==> src/rtl/prog_loader_if.sv <==
// ---------------------------------------------------------------------------
// prog_loader_if -- board-side and program-memory-side signals of the
// switch-driven program loader, bundled as one interface.
//
// Parameters:
//   Psize : program address width (capacity 2^Psize words)
//   Isize : instruction word width
//
// Signals:
//   SW         board switches, the word to be written
//   load_btn   raw load push-button (asynchronous)
//   run_btn    raw run/load toggle push-button (asynchronous)
//   wr_en      one-cycle program-memory write strobe
//   wr_addr    program-memory write address
//   wr_data    program-memory write data
//   cpu_nReset reset to the CPU, low while loading
//   loading    high while the loader owns the program memory
//   full       every address has been written since LOAD was entered
//   checksum   running sum of written words (PROG_LOADER_CHECKSUM_EN only)
//
// Modports:
//   master : the loader (drives the write port and CPU reset)
//   slave  : the board / memory / CPU side
//
// Optional feature macro: PROG_LOADER_CHECKSUM_EN adds the checksum signal.
// ---------------------------------------------------------------------------
interface prog_loader_if #(
  parameter int Psize = 8,
  parameter int Isize = 8
);
  logic [Isize-1:0] SW;
  logic             load_btn;
  logic             run_btn;
  logic             wr_en;
  logic [Psize-1:0] wr_addr;
  logic [Isize-1:0] wr_data;
  logic             cpu_nReset;
  logic             loading;
  logic             full;
`ifdef PROG_LOADER_CHECKSUM_EN
  logic [Isize-1:0] checksum;

  modport master (
    input  SW, load_btn, run_btn,
    output wr_en, wr_addr, wr_data, cpu_nReset, loading, full, checksum
  );

  modport slave (
    output SW, load_btn, run_btn,
    input  wr_en, wr_addr, wr_data, cpu_nReset, loading, full, checksum
  );
`else
  modport master (
    input  SW, load_btn, run_btn,
    output wr_en, wr_addr, wr_data, cpu_nReset, loading, full
  );

  modport slave (
    output SW, load_btn, run_btn,
    input  wr_en, wr_addr, wr_data, cpu_nReset, loading, full
  );
`endif
endinterface

==> src/rtl/prog_loader.sv <==
// ---------------------------------------------------------------------------
// prog_loader -- switch-driven program loader.
//
// While in LOAD the CPU is held in reset; each debounced press of the load
// button writes the switch word into the program memory at an
// auto-incrementing address. A debounced press of the run button releases
// the CPU (RUN); pressing it again returns to LOAD and restarts at address 0.
//
// Parameters:
//   Psize     : program address width
//   Isize     : instruction word width
//   DB_CYCLES : stable synchronized cycles needed to accept a button change
//               (>= 1)
//
// Ports:
//   clk    : system clock, rising edge
//   nReset : synchronous active-low reset
//   bus    : prog_loader_if.master -- switches, buttons, memory write port,
//            cpu_nReset, loading, full (and checksum when enabled)
//
// Optional feature macro: PROG_LOADER_CHECKSUM_EN -- when defined, a running
// modulo-2^Isize sum of all words written since the last entry to LOAD is
// driven on bus.checksum.
//
// All outputs come straight from flops; nothing combinational reaches them.
// ---------------------------------------------------------------------------
module prog_loader #(
  parameter int Psize     = 8,
  parameter int Isize     = 8,
  parameter int DB_CYCLES = 4
) (
  input  logic          clk,
  input  logic          nReset,
  prog_loader_if.master bus
);

  // The debounce counter only ever holds 0 .. DB_CYCLES-1: it clears on the
  // cycle it would have reached DB_CYCLES.
  localparam int CW = (DB_CYCLES < 2) ? 1 : $clog2(DB_CYCLES);
  localparam logic [CW-1:0]    CNT_LAST  = CW'(DB_CYCLES - 1);
  localparam logic [Psize-1:0] ADDR_LAST = '1;

  typedef enum logic {
    ST_LOAD = 1'b0,
    ST_RUN  = 1'b1
  } state_t;

  // -------------------------------------------------------------------------
  // Button conditioning: bit 0 = load, bit 1 = run.
  // -------------------------------------------------------------------------
  logic [1:0] w_btn_raw;
  logic [1:0] w_press;

  assign w_btn_raw = {bus.run_btn, bus.load_btn};

  for (genvar gi = 0; gi < 2; gi++) begin : g_btn
    logic          r_s1;
    logic          r_s2;
    logic          r_db;
    logic          r_db_q;
    logic [CW-1:0] r_cnt;

    always_ff @(posedge clk) begin
      if (!nReset) begin
        r_s1   <= 1'b0;
        r_s2   <= 1'b0;
        r_db   <= 1'b0;
        r_db_q <= 1'b0;
        r_cnt  <= '0;
      end else begin
        r_s1   <= w_btn_raw[gi];
        r_s2   <= r_s1;
        r_db_q <= r_db;
        if (r_s2 == r_db) begin
          r_cnt <= '0;
        end else if (r_cnt == CNT_LAST) begin
          r_db  <= r_s2;
          r_cnt <= '0;
        end else begin
          r_cnt <= r_cnt + 1'b1;
        end
      end
    end

    // Only a rising debounced level counts; a held button stays one press.
    assign w_press[gi] = r_db & ~r_db_q;
  end

  logic w_load_press;
  logic w_run_press;

  assign w_load_press = w_press[0];
  assign w_run_press  = w_press[1];

  // -------------------------------------------------------------------------
  // FSM: state register
  // -------------------------------------------------------------------------
  state_t r_state;
  state_t w_state_next;

  always_ff @(posedge clk) begin
    if (!nReset) begin
      r_state <= ST_LOAD;
    end else begin
      r_state <= w_state_next;
    end
  end

  // -------------------------------------------------------------------------
  // FSM: next-state logic
  // -------------------------------------------------------------------------
  always_comb begin
    w_state_next = r_state;
    case (r_state)
      ST_LOAD: if (w_run_press) w_state_next = ST_RUN;
      ST_RUN:  if (w_run_press) w_state_next = ST_LOAD;
      default: w_state_next = ST_LOAD;
    endcase
  end

  // -------------------------------------------------------------------------
  // FSM: output / datapath next values (registered below)
  // -------------------------------------------------------------------------
  logic             r_wr_en;
  logic [Psize-1:0] r_wr_addr;
  logic [Isize-1:0] r_wr_data;
  logic [Psize-1:0] r_addr;
  logic             r_full;
  logic             r_loading;
  logic             r_cpu_nreset;

  logic             w_do_write;
  logic             w_enter_load;
  logic             w_wr_en_next;
  logic [Psize-1:0] w_wr_addr_next;
  logic [Isize-1:0] w_wr_data_next;
  logic [Psize-1:0] w_addr_next;
  logic             w_full_next;
  logic             w_loading_next;
  logic             w_cpu_nreset_next;

  always_comb begin
    w_do_write        = (r_state == ST_LOAD) && w_load_press && !r_full;
    w_enter_load      = (r_state == ST_RUN) && w_run_press;
    w_wr_en_next      = w_do_write;
    w_wr_addr_next    = r_wr_addr;
    w_wr_data_next    = r_wr_data;
    w_addr_next       = r_addr;
    w_full_next       = r_full;
    w_loading_next    = (w_state_next == ST_LOAD);
    w_cpu_nreset_next = (w_state_next == ST_RUN);

    if (w_enter_load) begin
      // Fresh load session: start over at address 0.
      w_wr_addr_next = '0;
      w_addr_next    = '0;
      w_full_next    = 1'b0;
    end else if (w_do_write) begin
      w_wr_addr_next = r_addr;
      w_wr_data_next = bus.SW;
      // The last address saturates instead of wrapping; full blocks
      // further writes until the next LOAD entry.
      if (r_addr == ADDR_LAST) begin
        w_full_next = 1'b1;
      end else begin
        w_addr_next = r_addr + 1'b1;
      end
    end
  end

  always_ff @(posedge clk) begin
    if (!nReset) begin
      r_wr_en      <= 1'b0;
      r_wr_addr    <= '0;
      r_wr_data    <= '0;
      r_addr       <= '0;
      r_full       <= 1'b0;
      r_loading    <= 1'b1;
      r_cpu_nreset <= 1'b0;
    end else begin
      r_wr_en      <= w_wr_en_next;
      r_wr_addr    <= w_wr_addr_next;
      r_wr_data    <= w_wr_data_next;
      r_addr       <= w_addr_next;
      r_full       <= w_full_next;
      r_loading    <= w_loading_next;
      r_cpu_nreset <= w_cpu_nreset_next;
    end
  end

  assign bus.wr_en      = r_wr_en;
  assign bus.wr_addr    = r_wr_addr;
  assign bus.wr_data    = r_wr_data;
  assign bus.full       = r_full;
  assign bus.loading    = r_loading;
  assign bus.cpu_nReset = r_cpu_nreset;

`ifdef PROG_LOADER_CHECKSUM_EN
  // -------------------------------------------------------------------------
  // Running checksum: accumulates the word on the write port during its
  // strobe cycle, so the sum includes it from the following cycle.
  // -------------------------------------------------------------------------
  logic [Isize-1:0] r_checksum;

  always_ff @(posedge clk) begin
    if (!nReset) begin
      r_checksum <= '0;
    end else if (w_enter_load) begin
      r_checksum <= '0;
    end else if (r_wr_en) begin
      r_checksum <= r_checksum + r_wr_data;
    end
  end

  assign bus.checksum = r_checksum;
`endif

endmodule

==> src/flat_wrapper.sv <==
// flat-port wrapper written by rule: the top's interface ports become plain ports
module prog_loader_flat 
#(
  parameter int Psize     = 8,
  parameter int Isize     = 8,
  parameter int DB_CYCLES = 4
)
  (clk, nReset, bus_SW, bus_load_btn, bus_run_btn, bus_wr_en, bus_wr_addr, bus_wr_data, bus_cpu_nReset, bus_loading, bus_full);
  prog_loader_if #(.Psize(Psize), .Isize(Isize)) bus_i ();
  input  logic clk;
  input  logic nReset;
  input wire logic [$bits(bus_i.SW)-1:0] bus_SW;
  input wire logic [$bits(bus_i.load_btn)-1:0] bus_load_btn;
  input wire logic [$bits(bus_i.run_btn)-1:0] bus_run_btn;
  output wire logic [$bits(bus_i.wr_en)-1:0] bus_wr_en;
  output wire logic [$bits(bus_i.wr_addr)-1:0] bus_wr_addr;
  output wire logic [$bits(bus_i.wr_data)-1:0] bus_wr_data;
  output wire logic [$bits(bus_i.cpu_nReset)-1:0] bus_cpu_nReset;
  output wire logic [$bits(bus_i.loading)-1:0] bus_loading;
  output wire logic [$bits(bus_i.full)-1:0] bus_full;
  assign bus_i.SW = bus_SW;
  assign bus_i.load_btn = bus_load_btn;
  assign bus_i.run_btn = bus_run_btn;
  assign bus_wr_en = bus_i.wr_en;
  assign bus_wr_addr = bus_i.wr_addr;
  assign bus_wr_data = bus_i.wr_data;
  assign bus_cpu_nReset = bus_i.cpu_nReset;
  assign bus_loading = bus_i.loading;
  assign bus_full = bus_i.full;
  prog_loader #(.Psize(Psize), .Isize(Isize), .DB_CYCLES(DB_CYCLES)) u_core (.clk(clk), .nReset(nReset), .bus(bus_i));
endmodule
==> config.mk <==
export PLATFORM = sky130hd
export DESIGN_NAME = prog_loader_flat
export DESIGN_NICKNAME = d
export VERILOG_FILES = /design/src/rtl/prog_loader_if.sv /design/src/rtl/prog_loader.sv /design/src/flat_wrapper.sv
export SDC_FILE = /design/constraint.sdc
export NUM_CORES = 1
export LEC_CHECK = 0
export ABC_AREA = 1
export BUFFER_PORTS_ARGS = -buffer_cell sky130_fd_sc_hd__clkbuf_2
export CAP_MARGIN = 20
export CORE_MARGIN = 2
export CORE_UTILIZATION = 25
export CTS_CLUSTER_SIZE = 30
export DETAILED_ROUTE_END_ITERATION = 12
export PLACE_DENSITY = 0.46
export RECOVER_POWER = 50
export SKIP_LAST_GASP = 1
export SYNTH_ARGS = -nofsm -noshare
export SYNTH_HDL_FRONTEND = slang
export SYNTH_SLANG_ARGS = --single-unit
==> constraint.sdc <==
create_clock -name clk -period 1.7 [get_ports clk]
set_input_delay 0.085 -clock clk [delete_from_list [all_inputs] [get_ports clk]]
set_output_delay 0.085 -clock clk [all_outputs]
set_load 0.02 [all_outputs]
==> results of run 1 <==
-- flip-flops by register name, indices dropped and copies added, names as in the netlist, 2 cells and up --
signal / cells
u_core.bus.wr_addr: 8
u_core.bus.wr_data: 8
u_core.g_btn.r_cnt: 4
u_core.g_btn.r_db: 2
u_core.g_btn.r_db_q: 2
u_core.g_btn.r_s1: 2
u_core.g_btn.r_s2: 2
u_core.r_addr: 8
-- cells in the mapped netlist (3+ instances only) --
| cell type | n | share of area |
|---|---|---|
| sky130_fd_sc_hd__o21ai_0 | 9 | 0.028 |
| sky130_fd_sc_hd__nand3_1 | 15 | 0.047 |
| sky130_fd_sc_hd__ha_1 | 4 | 0.031 |
| sky130_fd_sc_hd__nand2_1 | 36 | 0.084 |
| sky130_fd_sc_hd__inv_1 | 23 | 0.054 |
| sky130_fd_sc_hd__dfxtp_1 | 40 | 0.50 |
| sky130_fd_sc_hd__nor2_1 | 26 | 0.061 |
| sky130_fd_sc_hd__a21oi_1 | 21 | 0.066 |
| sky130_fd_sc_hd__nand2_4 | 3 | 0.021 |
-- timing repair --
| item | CTS | global route |
|---|---|---|
| hold buffers | 2 | 0 |
| endpoints found under the hold margin | 2 | 0 |
| setup buffers | 0 | 0 |
| gates resized for setup | 0 | 0 |
-- worst max-delay path: stages, from the launching register on --
cell,delay [ns]
sky130_fd_sc_hd__dfxtp_1,0.39
sky130_fd_sc_hd__inv_2,0.07
sky130_fd_sc_hd__nor2_4,0.09
sky130_fd_sc_hd__nand2_4,0.11
sky130_fd_sc_hd__inv_6,0.21
sky130_fd_sc_hd__nand2_1,0.24
sky130_fd_sc_hd__nand2_1,0.11
sky130_fd_sc_hd__a21oi_1,0.06
-- per-layer routing --
layer  vias to the layer above  wire [um]
met3                         6        189
met4                         0         75
met2                        36       1380
met5                         -          0
li1                        706          -
met1                       577       1670
-- cells in the final DEF (no fill, tap or decap), types with 2 or more instances in the layout --
cell	n
sky130_fd_sc_hd__nand3_1	15
sky130_fd_sc_hd__nand2_1	36
sky130_fd_sc_hd__nand2_4	3
sky130_fd_sc_hd__nor2_1	26
sky130_fd_sc_hd__clkbuf_1	18
sky130_fd_sc_hd__o21ai_0	9
sky130_fd_sc_hd__inv_1	23
sky130_fd_sc_hd__buf_4	2
sky130_fd_sc_hd__clkbuf_2	13
sky130_fd_sc_hd__a21oi_1	21
sky130_fd_sc_hd__o211ai_1	2
sky130_fd_sc_hd__bufinv_16	2
sky130_fd_sc_hd__ha_1	4
sky130_fd_sc_hd__a211oi_2	2
sky130_fd_sc_hd__clkbuf_8	5
sky130_fd_sc_hd__nor2_4	2
sky130_fd_sc_hd__dlygate4sd3_1	2
sky130_fd_sc_hd__dfxtp_1	40
-- power by group through the flow --
| stage | clock network, uW | logic (uW) | registers, uW |
|---|---|---|---|
| after floorplan | 0 | 23.7 | 966 |
| after global placement | 0 | 43.0 | 967 |
| after detailed placement | 0 | 42.4 | 967 |
| after CTS | 934 | 45.9 | 945 |
| after global routing | 971 | 52.8 | 945 |
| final | 903 | 45.3 | 945 |
-- kinds of logic after synthesis --
| logic type | count (synthesis) |
|---|---|
| AO/OA/AOI/OAI | 36 |
| buffers and inverters | 31 |
| AND/OR/NAND/NOR | 86 |
| adder cells (fa/ha/maj) | 4 |
| flip-flops | 40 |
| XOR/XNOR | 1 |
-- per-stage QoR --
step,total power (uW),instances,cell area [um2],setup WS [ns],utilization
floorplan,990,198,1600,0.440,-
global placement,1010,303,1830,0.283,0.291
detailed placement,1010,303,1830,0.277,0.291
CTS,1920,312,1970,0.237,0.315
global route,1970,312,1950,0.115,0.311
finish,1890,312,1950,0.287,0.311
-- cell type report --
| cell class | instances | share of cell area |
|---|---|---|
| tap | 77 | 0.0494 |
| sequential | 40 | 0.410 |
| multi-input combinational | 127 | 0.336 |
| timing repair buffer | 35 | 0.0859 |
| clock buffer | 5 | 0.0353 |
| inverter | 26 | 0.0526 |
| clock inverter | 2 | 0.0308 |
-- worst max-delay path by stage --
stage / from / endpoint / slack [ns] / depth (start not counted)
after detailed placement: u_core.g_btn[0].r_db$_SDFFE_PN0P_ / u_core.bus.wr_data[6]$_SDFFE_PN0P_ / 0.28 / 7
after global placement: u_core.g_btn[0].r_db$_SDFFE_PN0P_ / u_core.bus.wr_data[3]$_SDFFE_PN0P_ / 0.28 / 7
after global routing: u_core.bus.cpu_nReset$_SDFF_PN0_ / u_core.bus.wr_data[5]$_SDFFE_PN0P_ / 0.12 / 6
after CTS: u_core.g_btn[0].r_db$_SDFFE_PN0P_ / u_core.bus.wr_data[6]$_SDFFE_PN0P_ / 0.24 / 7
after floorplan: u_core.bus.cpu_nReset$_SDFF_PN0_ / u_core.bus.wr_data[0]$_SDFFE_PN0P_ / 0.44 / 5
final: u_core.g_btn[0].r_db$_SDFFE_PN0P_ / u_core.bus.wr_data[7]$_SDFFE_PN0P_ / 0.29 / 7
==> impl_metrics.prom, run 1 <==
# TYPE chip_impl_metric gauge
chip_impl_metric{name="edff_count_synth",unit=""} 0
chip_impl_info{name="worstSetupStartpointType",value="flop"} 1
chip_impl_metric{name="leakage",unit="uW"} 0.000810
chip_impl_metric{name="f_max",unit="MHz"} 708
chip_impl_metric{name="post_synth_mux_area_share",unit=""} 0
chip_impl_info{name="criticalPathCategory",value="flop to flop"} 1
chip_impl_metric{name="final_routed_wirelength",unit="um"} 3320
chip_impl_info{name="clockRootBuffer",value="sky130_fd_sc_hd__clkbuf_8"} 1
chip_impl_metric{name="viasPerCell",unit=""} 4.25
chip_impl_metric{name="pwr-share-clk",unit=""} 0.477
chip_impl_metric{name="timing_max_transition_violations_final",unit=""} 0
chip_impl_metric{name="route.detailed.drc",unit=""} 0
chip_impl_metric{name="synth-seq-cells",unit=""} 40
chip_impl_info{name="ys_dominant_reg_cell",value="sky130_fd_sc_hd__dfxtp_1"} 1
chip_impl_info{name="run_status",value="finished, final reports clean"} 1
chip_impl_metric{name="synth_xor_area_frac",unit=""} 0.00546
chip_impl_info{name="regToRegEndpoint",value="u_core.bus.wr_data[7]$_SDFFE_PN0P_"} 1
chip_impl_metric{name="start_util",unit=""} 0.255
chip_impl_metric{name="gp_congestion",unit=""} 0.785
chip_impl_info{name="min_to",value="u_core.bus.wr_data[4]$_SDFFE_PN0P_"} 1
chip_impl_metric{name="worst_ir_drop_vdd",unit="mV"} 0.396
chip_impl_metric{name="pwr-share-seq",unit=""} 0.499
chip_impl_metric{name="grt_pass1_vias",unit=""} 1270
chip_impl_metric{name="holdPathStages",unit=""} 3
chip_impl_metric{name="area.sequential",unit="um2"} 801
chip_impl_metric{name="numClockSinks",unit=""} 40
chip_impl_info{name="hp-class",value="input pin to flop"} 1
chip_impl_metric{name="postSynth.asyncResetShare",unit=""} 0
chip_impl_metric{name="r2r.worst_path.cells",unit=""} 7
chip_impl_metric{name="final_antenna_diode_count",unit=""} 0
chip_impl_metric{name="internal_power",unit="uW"} 1540
chip_impl_metric{name="placement_rows",unit=""} 29
chip_impl_metric{name="chip_height",unit="um"} 84.1
chip_impl_metric{name="syn_nets",unit=""} 214
chip_impl_metric{name="critical_path_arrival",unit="ns"} 1.58
chip_impl_metric{name="grt_first_pass_wirelength",unit="um"} 5810
chip_impl_metric{name="count_of_max_cap_constraint_violations",unit=""} 0
chip_impl_metric{name="seq_area_frac_synth",unit=""} 0.500
chip_impl_metric{name="multi_input_combinational_cell_area",unit="um2"} 656
chip_impl_metric{name="met1_usage",unit=""} 0.139
chip_impl_metric{name="power_switching_share",unit=""} 0.187
chip_impl_metric{name="number_of_cts_inserted_buffers",unit=""} 5
chip_impl_metric{name="route.vias.total",unit=""} 1325
chip_impl_metric{name="finalClockSkew",unit="ns"} 0.00429
chip_impl_metric{name="io_buffers",unit=""} 31
chip_impl_metric{name="area.growth.synth_to_final",unit="%"} 21.8
chip_impl_metric{name="filler_cell_count",unit=""} 688
chip_impl_metric{name="initial_antenna_violation_count",unit=""} 0
chip_impl_metric{name="relSlewSlack",unit=""} 0.739
chip_impl_metric{name="setup_viol",unit=""} 0
chip_impl_info{name="global_route.peak_usage_layer",value="met2"} 1
chip_impl_metric{name="use_met3",unit=""} 0.0307
chip_impl_metric{name="grt_use_total",unit=""} 0.103
chip_impl_metric{name="drtAntennaViolNets",unit=""} 0
chip_impl_metric{name="summed_instance_area_of_the_synthesized_netlist",unit="um2"} 1600
chip_impl_metric{name="synthesis.yosys.warnings",unit=""} 0
chip_impl_metric{name="share_of_layout_cells_above_drive_strength_1",unit=""} 0.145
chip_impl_metric{name="synthesis.area_per_instance",unit="um2"} 8.09
chip_impl_metric{name="die_area",unit="um2"} 7070
chip_impl_metric{name="final_period_minus_worst_setup_slack",unit="ns"} 1.41
chip_impl_metric{name="timing.critical_path.required",unit="ns"} 1.87
chip_impl_info{name="synth_top_family_by_area",value="simple AND/OR/NAND/NOR gates"} 1
chip_impl_metric{name="power.density",unit="nW/um2"} 970
chip_impl_metric{name="path_clk_slew",unit="ns"} 0.07
chip_impl_metric{name="worst_slew_pin_slew",unit="ns"} 0.391
chip_impl_metric{name="post_drt_wl_per_cell",unit="um"} 10.6
chip_impl_metric{name="nets",unit=""} 251
chip_impl_metric{name="synth_cells",unit=""} 198
chip_impl_metric{name="latest_clock_arrival_within_the_worst_skew_pair",unit="ns"} 0.29
chip_impl_metric{name="compound_gate_fraction_of_synth_area",unit=""} 0.128
chip_impl_metric{name="finalHoldViolCount",unit=""} 0
chip_impl_metric{name="simple_gate_fraction_of_synth_area",unit=""} 0.244
chip_impl_metric{name="ff2ff_setup_slack",unit="ns"} 0.29
chip_impl_metric{name="drt-pass1-iter-count",unit=""} 4
chip_impl_info{name="tritoncts",value="yes"} 1
chip_impl_metric{name="grt_remaining_overflow",unit=""} 0
chip_impl_metric{name="floorplan.die.width",unit="um"} 84.1
chip_impl_metric{name="htreeDepth",unit=""} 2
chip_impl_metric{name="net-switching-power",unit="uW"} 354
chip_impl_info{name="rsz0062_at_grt",value="false"} 1
chip_impl_metric{name="post_synth_fa_ha_maj_area_fraction",unit=""} 0.0312
chip_impl_metric{name="power.combinational.fraction",unit=""} 0.024
chip_impl_metric{name="hpwlAfterDp",unit="um"} 2360
chip_impl_metric{name="hold_slack",unit="ns"} 0.0428
chip_impl_info{name="min-delay-start",value="bus_SW[4]"} 1
chip_impl_metric{name="grtUsageMet2",unit=""} 0.149
chip_impl_info{name="worst_reg2reg_startpoint",value="u_core.g_btn[0].r_db$_SDFFE_PN0P_"} 1
chip_impl_metric{name="detail_route.iter0.violations",unit=""} 71
chip_impl_info{name="critPathCaptureType",value="flop"} 1
chip_impl_metric{name="grt_start_max_net_pins",unit=""} 28
chip_impl_metric{name="cp_max_fo",unit=""} 27
chip_impl_metric{name="io_pins",unit=""} 32
chip_impl_metric{name="fin_setup_tns",unit="ns"} 0
chip_impl_metric{name="ys_types",unit=""} 26
chip_impl_metric{name="floorplan.core_area",unit="um2"} 6280
chip_impl_metric{name="post-route-period-util",unit=""} 0.831
chip_impl_metric{name="max-clock-path-buffers",unit=""} 2
No activity file was read; power rests on OpenSTA's default activity.
==> run 2, diff against run 1 <==
Clock period 1.7 ns to 1.45 ns, I/O delays scaled along.
==> run 2 against run 1 <==
  * Critical path depth unchanged
  * Largest power group unchanged
  * Fmax is 11% higher
  * Wire length increased by 3.2%
  * Core utilization up 0.18 points
  * Worst hold slack worse by 0.014 ns
  * Setup slack got worse by 0.10 ns
  * Flip-flop and latch count did not move
  * Cell area up 0.58%
  * Non-clock buffer count up 6
==> impl_metrics.prom, run 2 (same netlist as run 1, synthesis figures left out) <==
# TYPE chip_impl_metric gauge
chip_impl_metric{name="f_max",unit="MHz"} 789
chip_impl_metric{name="route.vias.total",unit=""} 1341
chip_impl_metric{name="io_pins",unit=""} 32
chip_impl_info{name="final_cell_mix",value="sky130_fd_sc_hd__dfxtp_1, sky130_fd_sc_hd__nand2_1, sky130_fd_sc_hd__nor2_1, sky130_fd_sc_hd__inv_1, sky130_fd_sc_hd__a21oi_1"} 1
chip_impl_metric{name="holdPathStages",unit=""} 3
chip_impl_metric{name="dp_worst_setup_slack",unit="ns"} 0.0918
chip_impl_metric{name="worst_ir_drop_vdd",unit="mV"} 0.304
chip_impl_metric{name="final_cells",unit=""} 319
chip_impl_metric{name="filler_cell_count",unit=""} 688
chip_impl_info{name="run_status",value="finished, final reports clean"} 1
chip_impl_info{name="rsz0062_at_grt",value="false"} 1
chip_impl_metric{name="io_buffers",unit=""} 31
chip_impl_metric{name="cp_max_fo",unit=""} 11
chip_impl_metric{name="worst_slew_pin_slew",unit="ns"} 0.271
chip_impl_metric{name="post-route-period-util",unit=""} 0.875
chip_impl_metric{name="finalHoldViolCount",unit=""} 0
chip_impl_metric{name="power.density",unit="nW/um2"} 982
chip_impl_metric{name="detail_route.iter0.violations",unit=""} 49
chip_impl_metric{name="hpwlAfterDp",unit="um"} 2540
chip_impl_metric{name="numClockSinks",unit=""} 40
chip_impl_metric{name="final_period_minus_worst_setup_slack",unit="ns"} 1.27
chip_impl_metric{name="nets",unit=""} 257
chip_impl_metric{name="final_routed_wirelength",unit="um"} 3430
chip_impl_metric{name="pwr-share-clk",unit=""} 0.397
chip_impl_metric{name="gp_congestion",unit=""} 0.807
chip_impl_metric{name="post_drt_wl_per_cell",unit="um"} 10.7
chip_impl_metric{name="ff2ff_setup_slack",unit="ns"} 0.18
chip_impl_metric{name="final_antenna_diode_count",unit=""} 0
chip_impl_metric{name="drt-pass1-iter-count",unit=""} 4
chip_impl_metric{name="placement_rows",unit=""} 29
chip_impl_info{name="hp-class",value="input pin to flop"} 1
chip_impl_metric{name="viasPerCell",unit=""} 4.20
chip_impl_metric{name="number_of_cts_inserted_buffers",unit=""} 5
chip_impl_info{name="worstSetupStartpointType",value="flop"} 1
chip_impl_info{name="crit_family",value="flip-flops"} 1
chip_impl_info{name="clockRootBuffer",value="sky130_fd_sc_hd__clkbuf_8"} 1
chip_impl_metric{name="timing.critical_path.required",unit="ns"} 1.68
chip_impl_metric{name="start_util",unit=""} 0.255
chip_impl_metric{name="share_of_layout_cells_above_drive_strength_1",unit=""} 0.165
chip_impl_metric{name="count_of_max_cap_constraint_violations",unit=""} 0
chip_impl_metric{name="power_switching_share",unit=""} 0.214
chip_impl_metric{name="latest_clock_arrival_within_the_worst_skew_pair",unit="ns"} 0.29
chip_impl_info{name="min_to",value="u_core.bus.wr_data[0]$_SDFFE_PN0P_"} 1
chip_impl_metric{name="max-clock-path-buffers",unit=""} 2
chip_impl_metric{name="grt_use_total",unit=""} 0.106
chip_impl_metric{name="critical_path_arrival",unit="ns"} 1.50
chip_impl_metric{name="initial_antenna_violation_count",unit=""} 0
chip_impl_info{name="path_cells",value="inv_1 > nor2_1 > ha_1 > nor2_1 > buf_4 > o21ai_0 > nor2_1"} 1
chip_impl_info{name="criticalPathCategory",value="flop to flop"} 1
chip_impl_metric{name="numPlacedInstances",unit=""} 309
chip_impl_info{name="mostFrequentLayoutCell",value="sky130_fd_sc_hd__dfxtp_1"} 1
chip_impl_metric{name="grt_pass1_vias",unit=""} 1254
chip_impl_metric{name="leakage",unit="uW"} 0.000819
chip_impl_metric{name="power.combinational.fraction",unit=""} 0.028
chip_impl_metric{name="cts_post_setup_buffers_inserted",unit=""} 0
chip_impl_metric{name="fin_setup_tns",unit="ns"} 0
chip_impl_metric{name="timing_max_transition_violations_final",unit=""} 0
chip_impl_info{name="cpMaxStageDelayCell",value="sky130_fd_sc_hd__dfxtp_1"} 1
chip_impl_metric{name="setup_viol",unit=""} 0
chip_impl_metric{name="relSlewSlack",unit=""} 0.820
chip_impl_info{name="tritoncts",value="yes"} 1
chip_impl_metric{name="layout_setup_ws",unit="ns"} 0.182
chip_impl_metric{name="path_clk_slew",unit="ns"} 0.08
chip_impl_metric{name="net-switching-power",unit="uW"} 412
chip_impl_metric{name="htreeDepth",unit=""} 2
chip_impl_info{name="timing.critical_path.mode_cell",value="sky130_fd_sc_hd__nor2_1"} 1
chip_impl_metric{name="die_area",unit="um2"} 7070
chip_impl_metric{name="drtAntennaViolNets",unit=""} 0
chip_impl_metric{name="area.growth.synth_to_final",unit="%"} 22.5
chip_impl_metric{name="grt_start_max_net_pins",unit=""} 16
chip_impl_metric{name="finalClockSkew",unit="ns"} 0.00593
chip_impl_metric{name="chip_height",unit="um"} 84.1
chip_impl_metric{name="grt_remaining_overflow",unit=""} 0
chip_impl_info{name="critPathCaptureType",value="flop"} 1
chip_impl_metric{name="floorplan.die.width",unit="um"} 84.1
chip_impl_metric{name="internal_power",unit="uW"} 1520
chip_impl_metric{name="finalPower",unit="uW"} 1930
chip_impl_info{name="worst_reg2reg_startpoint",value="u_core.g_btn[1].r_db$_SDFFE_PN0P_"} 1
chip_impl_metric{name="pwr-share-seq",unit=""} 0.575
chip_impl_info{name="min-delay-start",value="bus_SW[0]"} 1
chip_impl_metric{name="r2r.worst_path.cells",unit=""} 7
chip_impl_metric{name="timing.critical_path.buf_inv",unit=""} 2
chip_impl_metric{name="route.detailed.drc",unit=""} 0
chip_impl_metric{name="slowest_delay",unit="ns"} 0.34
chip_impl_metric{name="grt_first_pass_wirelength",unit="um"} 5880
chip_impl_metric{name="floorplan.core_area",unit="um2"} 6280
chip_impl_info{name="regToRegEndpoint",value="u_core.bus.wr_addr[2]$_SDFFE_PP0P_"} 1
[run 2: changes by cell type in the layout (fill, tap and decap cells not counted), sizes merged]
cell      delta
buf          +6
bufinv       -2
clkbuf       +2
clkinvlp     +1
[run 2: worst max-delay path by stage]
stage                                            from                                  to  slack, ns  cells after the start
finish              u_core.g_btn[1].r_db$_SDFFE_PN0P_  u_core.bus.wr_addr[2]$_SDFFE_PP0P_       0.18                      7
global route        u_core.g_btn[1].r_db$_SDFFE_PN0P_  u_core.bus.wr_data[6]$_SDFFE_PN0P_       0.01                      7
CTS                 u_core.g_btn[1].r_db$_SDFFE_PN0P_  u_core.bus.wr_data[2]$_SDFFE_PN0P_       0.08                      7
detailed placement  u_core.g_btn[1].r_db$_SDFFE_PN0P_  u_core.bus.wr_data[2]$_SDFFE_PN0P_       0.09                      7
global placement    u_core.g_btn[1].r_db$_SDFFE_PN0P_  u_core.bus.wr_data[6]$_SDFFE_PN0P_       0.14                      7
floorplan            u_core.bus.cpu_nReset$_SDFF_PN0_  u_core.bus.wr_data[0]$_SDFFE_PN0P_       0.19                      5
[run 2: stage by stage]
step | area (um2) | hold slack, ns | utilization
after CTS | 1980 | 0.0170 | 0.316
final | 1960 | 0.0289 | 0.313
after global placement | 1870 | 0.261 | 0.298
after global routing | 1960 | 0.0273 | 0.313
after floorplan | 1600 | 0.170 | -
after detailed placement | 1870 | 0.264 | 0.298
[run 2: routing by layer]
| metal | share of wire | global-route usage | vias up |
|---|---|---|---|
| li1 | - | - | 721 |
| met1 | 0.50 | 0.140 | 581 |
| met2 | 0.43 | 0.154 | 35 |
| met3 | 0.063 | 0.0376 | 4 |
| met4 | 0.015 | 0.0484 | 0 |
| met5 | 0 | 0 | - |
[run 2: power by group through the flow]
| stage | Combinational [uW] | Clock [uW] | Sequential, uW |
|---|---|---|---|
| final | 54.7 | 765 | 1110 |
| after global routing | 63.7 | 848 | 1110 |
| after CTS | 56.7 | 806 | 1110 |
| after detailed placement | 52.3 | 0 | 1130 |
| after global placement | 52.1 | 0 | 1130 |
| after floorplan | 27.7 | 0 | 1130 |
[run 2: timing repair]
action,in CTS,in global routing
endpoints found under the setup margin,0,8
gates resized for setup,0,1
hold endpoints to repair,2,0
hold buffers,2,0
[run 2: area by class of cell]
| cell class | count | area [um2] | share of cell area |
|---|---|---|---|
| Clock buffer | 7 | 86.3 | 0.0440 |
| Clock inverter | 1 | 7.51 | 0.00382 |
| Inverter | 26 | 103 | 0.0523 |
| Multi-Input combinational cell | 127 | 658 | 0.335 |
| Sequential cell | 40 | 801 | 0.408 |
| Tap cell | 77 | 96.3 | 0.0491 |
| Timing Repair Buffer | 41 | 211 | 0.108 |
[run 2: worst register-to-register path, stage by stage, from the launching register on]
cell and delay (ns):
sky130_fd_sc_hd__dfxtp_1 0.34, sky130_fd_sc_hd__inv_1 0.07, sky130_fd_sc_hd__nor2_1 0.05, sky130_fd_sc_hd__ha_1 0.19
sky130_fd_sc_hd__nor2_1 0.14, sky130_fd_sc_hd__buf_4 0.20, sky130_fd_sc_hd__o21ai_0 0.13, sky130_fd_sc_hd__nor2_1 0.10
==> run 3, diff against run 2 <==
Settings changed: BUFFER_PORTS_ARGS -buffer_cell sky130_fd_sc_hd__clkbuf_2 to default, DONT_BUFFER_PORTS from default to 1, PLACE_DENSITY 0.46 to 0.41.
==> run 3 against run 2 <==
  * Register-to-register slack worse by 0.07 ns
  * Combinational power increased by 12%
  * Worst hold slack gained 0.066 ns
  * Critical path depth unchanged
  * Final cell count fell by 6.0%
  * Setup slack lost 0.066 ns
  * Clock-buffer cell count shrank 1
==> impl_metrics.prom, run 3 (same netlist as run 1, synthesis figures left out) <==
# TYPE chip_impl_metric gauge
chip_impl_metric{name="share_of_layout_cells_above_drive_strength_1",unit=""} 0.148
chip_impl_metric{name="gp_congestion",unit=""} 0.731
chip_impl_metric{name="finalHoldViolCount",unit=""} 0
chip_impl_metric{name="latest_clock_arrival_within_the_worst_skew_pair",unit="ns"} 0.30
chip_impl_metric{name="power.density",unit="nW/um2"} 1090
chip_impl_metric{name="placement_rows",unit=""} 29
chip_impl_metric{name="grt_pass1_vias",unit=""} 1246
chip_impl_metric{name="chip_height",unit="um"} 84.1
chip_impl_metric{name="holdPathStages",unit=""} 3
chip_impl_metric{name="route.vias.total",unit=""} 1309
chip_impl_metric{name="number_of_cts_inserted_buffers",unit=""} 5
chip_impl_metric{name="die_area",unit="um2"} 7070
chip_impl_metric{name="relSlewSlack",unit=""} 0.777
chip_impl_metric{name="multi_input_combinational_cell_area",unit="um2"} 666
chip_impl_info{name="final_cell_mix",value="sky130_fd_sc_hd__dfxtp_1, sky130_fd_sc_hd__nand2_1, sky130_fd_sc_hd__nor2_1, sky130_fd_sc_hd__inv_1, sky130_fd_sc_hd__a21oi_1"} 1
chip_impl_metric{name="post-route-period-util",unit=""} 0.920
chip_impl_metric{name="grt_remaining_overflow",unit=""} 0
chip_impl_metric{name="htreeDepth",unit=""} 2
chip_impl_metric{name="drtAntennaViolNets",unit=""} 0
chip_impl_metric{name="grt_use_total",unit=""} 0.109
chip_impl_info{name="global_route.peak_usage_layer",value="met2"} 1
chip_impl_metric{name="final_routed_wirelength",unit="um"} 3540
chip_impl_metric{name="area.sequential",unit="um2"} 802
chip_impl_metric{name="route.detailed.drc",unit=""} 0
chip_impl_metric{name="numClockSinks",unit=""} 40
chip_impl_metric{name="worst_ir_drop_vdd",unit="mV"} 0.363
chip_impl_metric{name="io_buffers",unit=""} 0
chip_impl_metric{name="final_period_minus_worst_setup_slack",unit="ns"} 1.33
chip_impl_metric{name="finalClockSkew",unit="ns"} 0.00419
chip_impl_metric{name="worst_slew_pin_slew",unit="ns"} 0.335
chip_impl_metric{name="io_pins",unit=""} 32
chip_impl_metric{name="drt-pass1-iter-count",unit=""} 4
chip_impl_metric{name="use_met3",unit=""} 0.0465
chip_impl_metric{name="leakage",unit="uW"} 0.000811
chip_impl_metric{name="count_of_max_cap_constraint_violations",unit=""} 0
chip_impl_metric{name="r2r.worst_path.cells",unit=""} 7
chip_impl_info{name="min-delay-start",value="nReset"} 1
chip_impl_metric{name="start_util",unit=""} 0.255
chip_impl_info{name="criticalPathCategory",value="flop to flop"} 1
chip_impl_info{name="crit_family",value="flip-flops"} 1
chip_impl_metric{name="final_antenna_diode_count",unit=""} 0
chip_impl_metric{name="filler_cell_count",unit=""} 682
chip_impl_metric{name="finalPower",unit="uW"} 2150
chip_impl_metric{name="detail_route.iter0.violations",unit=""} 44
chip_impl_metric{name="post_drt_wl_per_cell",unit="um"} 11.8
chip_impl_metric{name="floorplan.core_area",unit="um2"} 6280
chip_impl_metric{name="grt_start_max_net_pins",unit=""} 14
chip_impl_metric{name="path_clk_slew",unit="ns"} 0.08
chip_impl_info{name="hp-class",value="input pin to flop"} 1
chip_impl_info{name="worst_reg2reg_startpoint",value="u_core.g_btn[1].r_db$_SDFFE_PN0P_"} 1
chip_impl_metric{name="timing.critical_path.required",unit="ns"} 1.65
chip_impl_info{name="clockRootBuffer",value="sky130_fd_sc_hd__clkbuf_8"} 1
chip_impl_info{name="rsz0062_at_grt",value="false"} 1
chip_impl_info{name="cpMaxStageDelayCell",value="sky130_fd_sc_hd__dfxtp_2"} 1
chip_impl_info{name="worstSetupStartpointType",value="flop"} 1
chip_impl_metric{name="met1_usage",unit=""} 0.141
chip_impl_metric{name="grtUsageMet2",unit=""} 0.157
chip_impl_info{name="min_to",value="u_core.bus.wr_data[7]$_SDFFE_PN0P_"} 1
chip_impl_metric{name="timing_max_transition_violations_final",unit=""} 0
chip_impl_metric{name="area.growth.synth_to_final",unit="%"} 23.3
chip_impl_info{name="run_status",value="finished, final reports clean"} 1
chip_impl_metric{name="f_max",unit="MHz"} 750
chip_impl_info{name="regToRegEndpoint",value="u_core.bus.wr_data[6]$_SDFFE_PN0P_"} 1
chip_impl_info{name="path_cells",value="inv_1 > nor2_1 > ha_2 > clkinv_1 > buf_4 > nand3_1 > a21oi_1"} 1
chip_impl_metric{name="initial_antenna_violation_count",unit=""} 0
chip_impl_metric{name="hpwlAfterDp",unit="um"} 2490
chip_impl_metric{name="slowest_delay",unit="ns"} 0.35
chip_impl_info{name="tritoncts",value="yes"} 1
chip_impl_metric{name="critical_path_arrival",unit="ns"} 1.53
chip_impl_metric{name="nets",unit=""} 238
chip_impl_info{name="critPathCaptureType",value="flop"} 1
chip_impl_info{name="mostFrequentLayoutCell",value="sky130_fd_sc_hd__dfxtp_1"} 1
chip_impl_metric{name="fin_setup_tns",unit="ns"} 0
chip_impl_metric{name="grt_first_pass_wirelength",unit="um"} 6010
chip_impl_metric{name="placed_cell_area",unit="um2"} 1740
chip_impl_metric{name="max-clock-path-buffers",unit=""} 2
chip_impl_metric{name="final_area",unit="um2"} 1980
chip_impl_metric{name="setup_viol",unit=""} 0
chip_impl_metric{name="ff2ff_setup_slack",unit="ns"} 0.12
chip_impl_metric{name="cp_max_fo",unit=""} 8
chip_impl_metric{name="timing.critical_path.buf_inv",unit=""} 3
chip_impl_metric{name="floorplan.die.width",unit="um"} 84.1
chip_impl_metric{name="critical_path_cell_count",unit=""} 7
chip_impl_metric{name="viasPerCell",unit=""} 4.36
## run 3: cell types whose count changed in the layout (fill, tap and decap cells not counted), moves of 2 or more
cell,before,now
sky130_fd_sc_hd__clkbuf_1,20,1
sky130_fd_sc_hd__dlygate4sd3_1,2,11
sky130_fd_sc_hd__buf_4,8,10
sky130_fd_sc_hd__clkbuf_2,12,0
## run 3: final cells by class
class / count / share of cell area
repair buffers: 22 / 0.0956
inverters: 26 / 0.0519
multi-input cells: 127 / 0.337
flip-flops and latches: 40 / 0.406
well taps: 77 / 0.0487
clock buffers: 6 / 0.0418
clock inverters: 2 / 0.0196
## run 3: routing by layer
layer  vias to the layer above  wire (um)
li1                        681          -
met1                       590       1690
met2                        32       1530
met3                         6        249
met4                         0         64
met5                         -          0
## run 3: worst min-delay path, delay by kind of cell
family | cells | cell delay (ns)
buf+inv | 2 | 0.23
compound gates | 1 | 0.05
## run 3: worst max-delay path by stage
stage / slack (ns) / start / to
2_1_floorplan: 0.19 / u_core.bus.cpu_nReset$_SDFF_PN0_ / u_core.bus.wr_data[0]$_SDFFE_PN0P_
3_3_place_gp: 0.05 / u_core.g_btn[1].r_db$_SDFFE_PN0P_ / u_core.bus.wr_data[5]$_SDFFE_PN0P_
3_5_place_dp: 0.03 / u_core.g_btn[1].r_db$_SDFFE_PN0P_ / u_core.bus.wr_data[1]$_SDFFE_PN0P_
4_1_cts: 0.009 / u_core.g_btn[1].r_db$_SDFFE_PN0P_ / u_core.bus.wr_data[1]$_SDFFE_PN0P_
5_1_grt: 0.02 / u_core.g_btn[0].r_db$_SDFFE_PN0P_ / u_core.bus.full$_SDFFE_PP0P_
6_report: 0.12 / u_core.g_btn[1].r_db$_SDFFE_PN0P_ / u_core.bus.wr_data[6]$_SDFFE_PN0P_
## run 3: metrics by stage
stage | cells | hold slack, ns | setup slack (ns) | utilization
detailed placement | 281 | 0.165 | 0.0264 | 0.277
finish | 300 | 0.0951 | 0.116 | 0.315
floorplan | 198 | 0.170 | 0.190 | -
CTS | 300 | 0.0901 | 0.00897 | 0.314
global placement | 281 | 0.168 | 0.0517 | 0.277
global route | 300 | 0.111 | 0.0243 | 0.315
## run 3: repair_timing
item | in CTS | in global routing
hold endpoints to repair | 18 | 0
gates resized for setup | 0 | 4
hold buffers | 11 | 0
setup buffers | 0 | 0
endpoints found under the setup margin | 0 | 9
## run 3: where the power goes
group          leakage [uW]  switching [uW]  internal (uW)
combinational      0.000426            29.0           32.3
sequential         0.000324            3.46           1100
clock             0.0000614             414            563
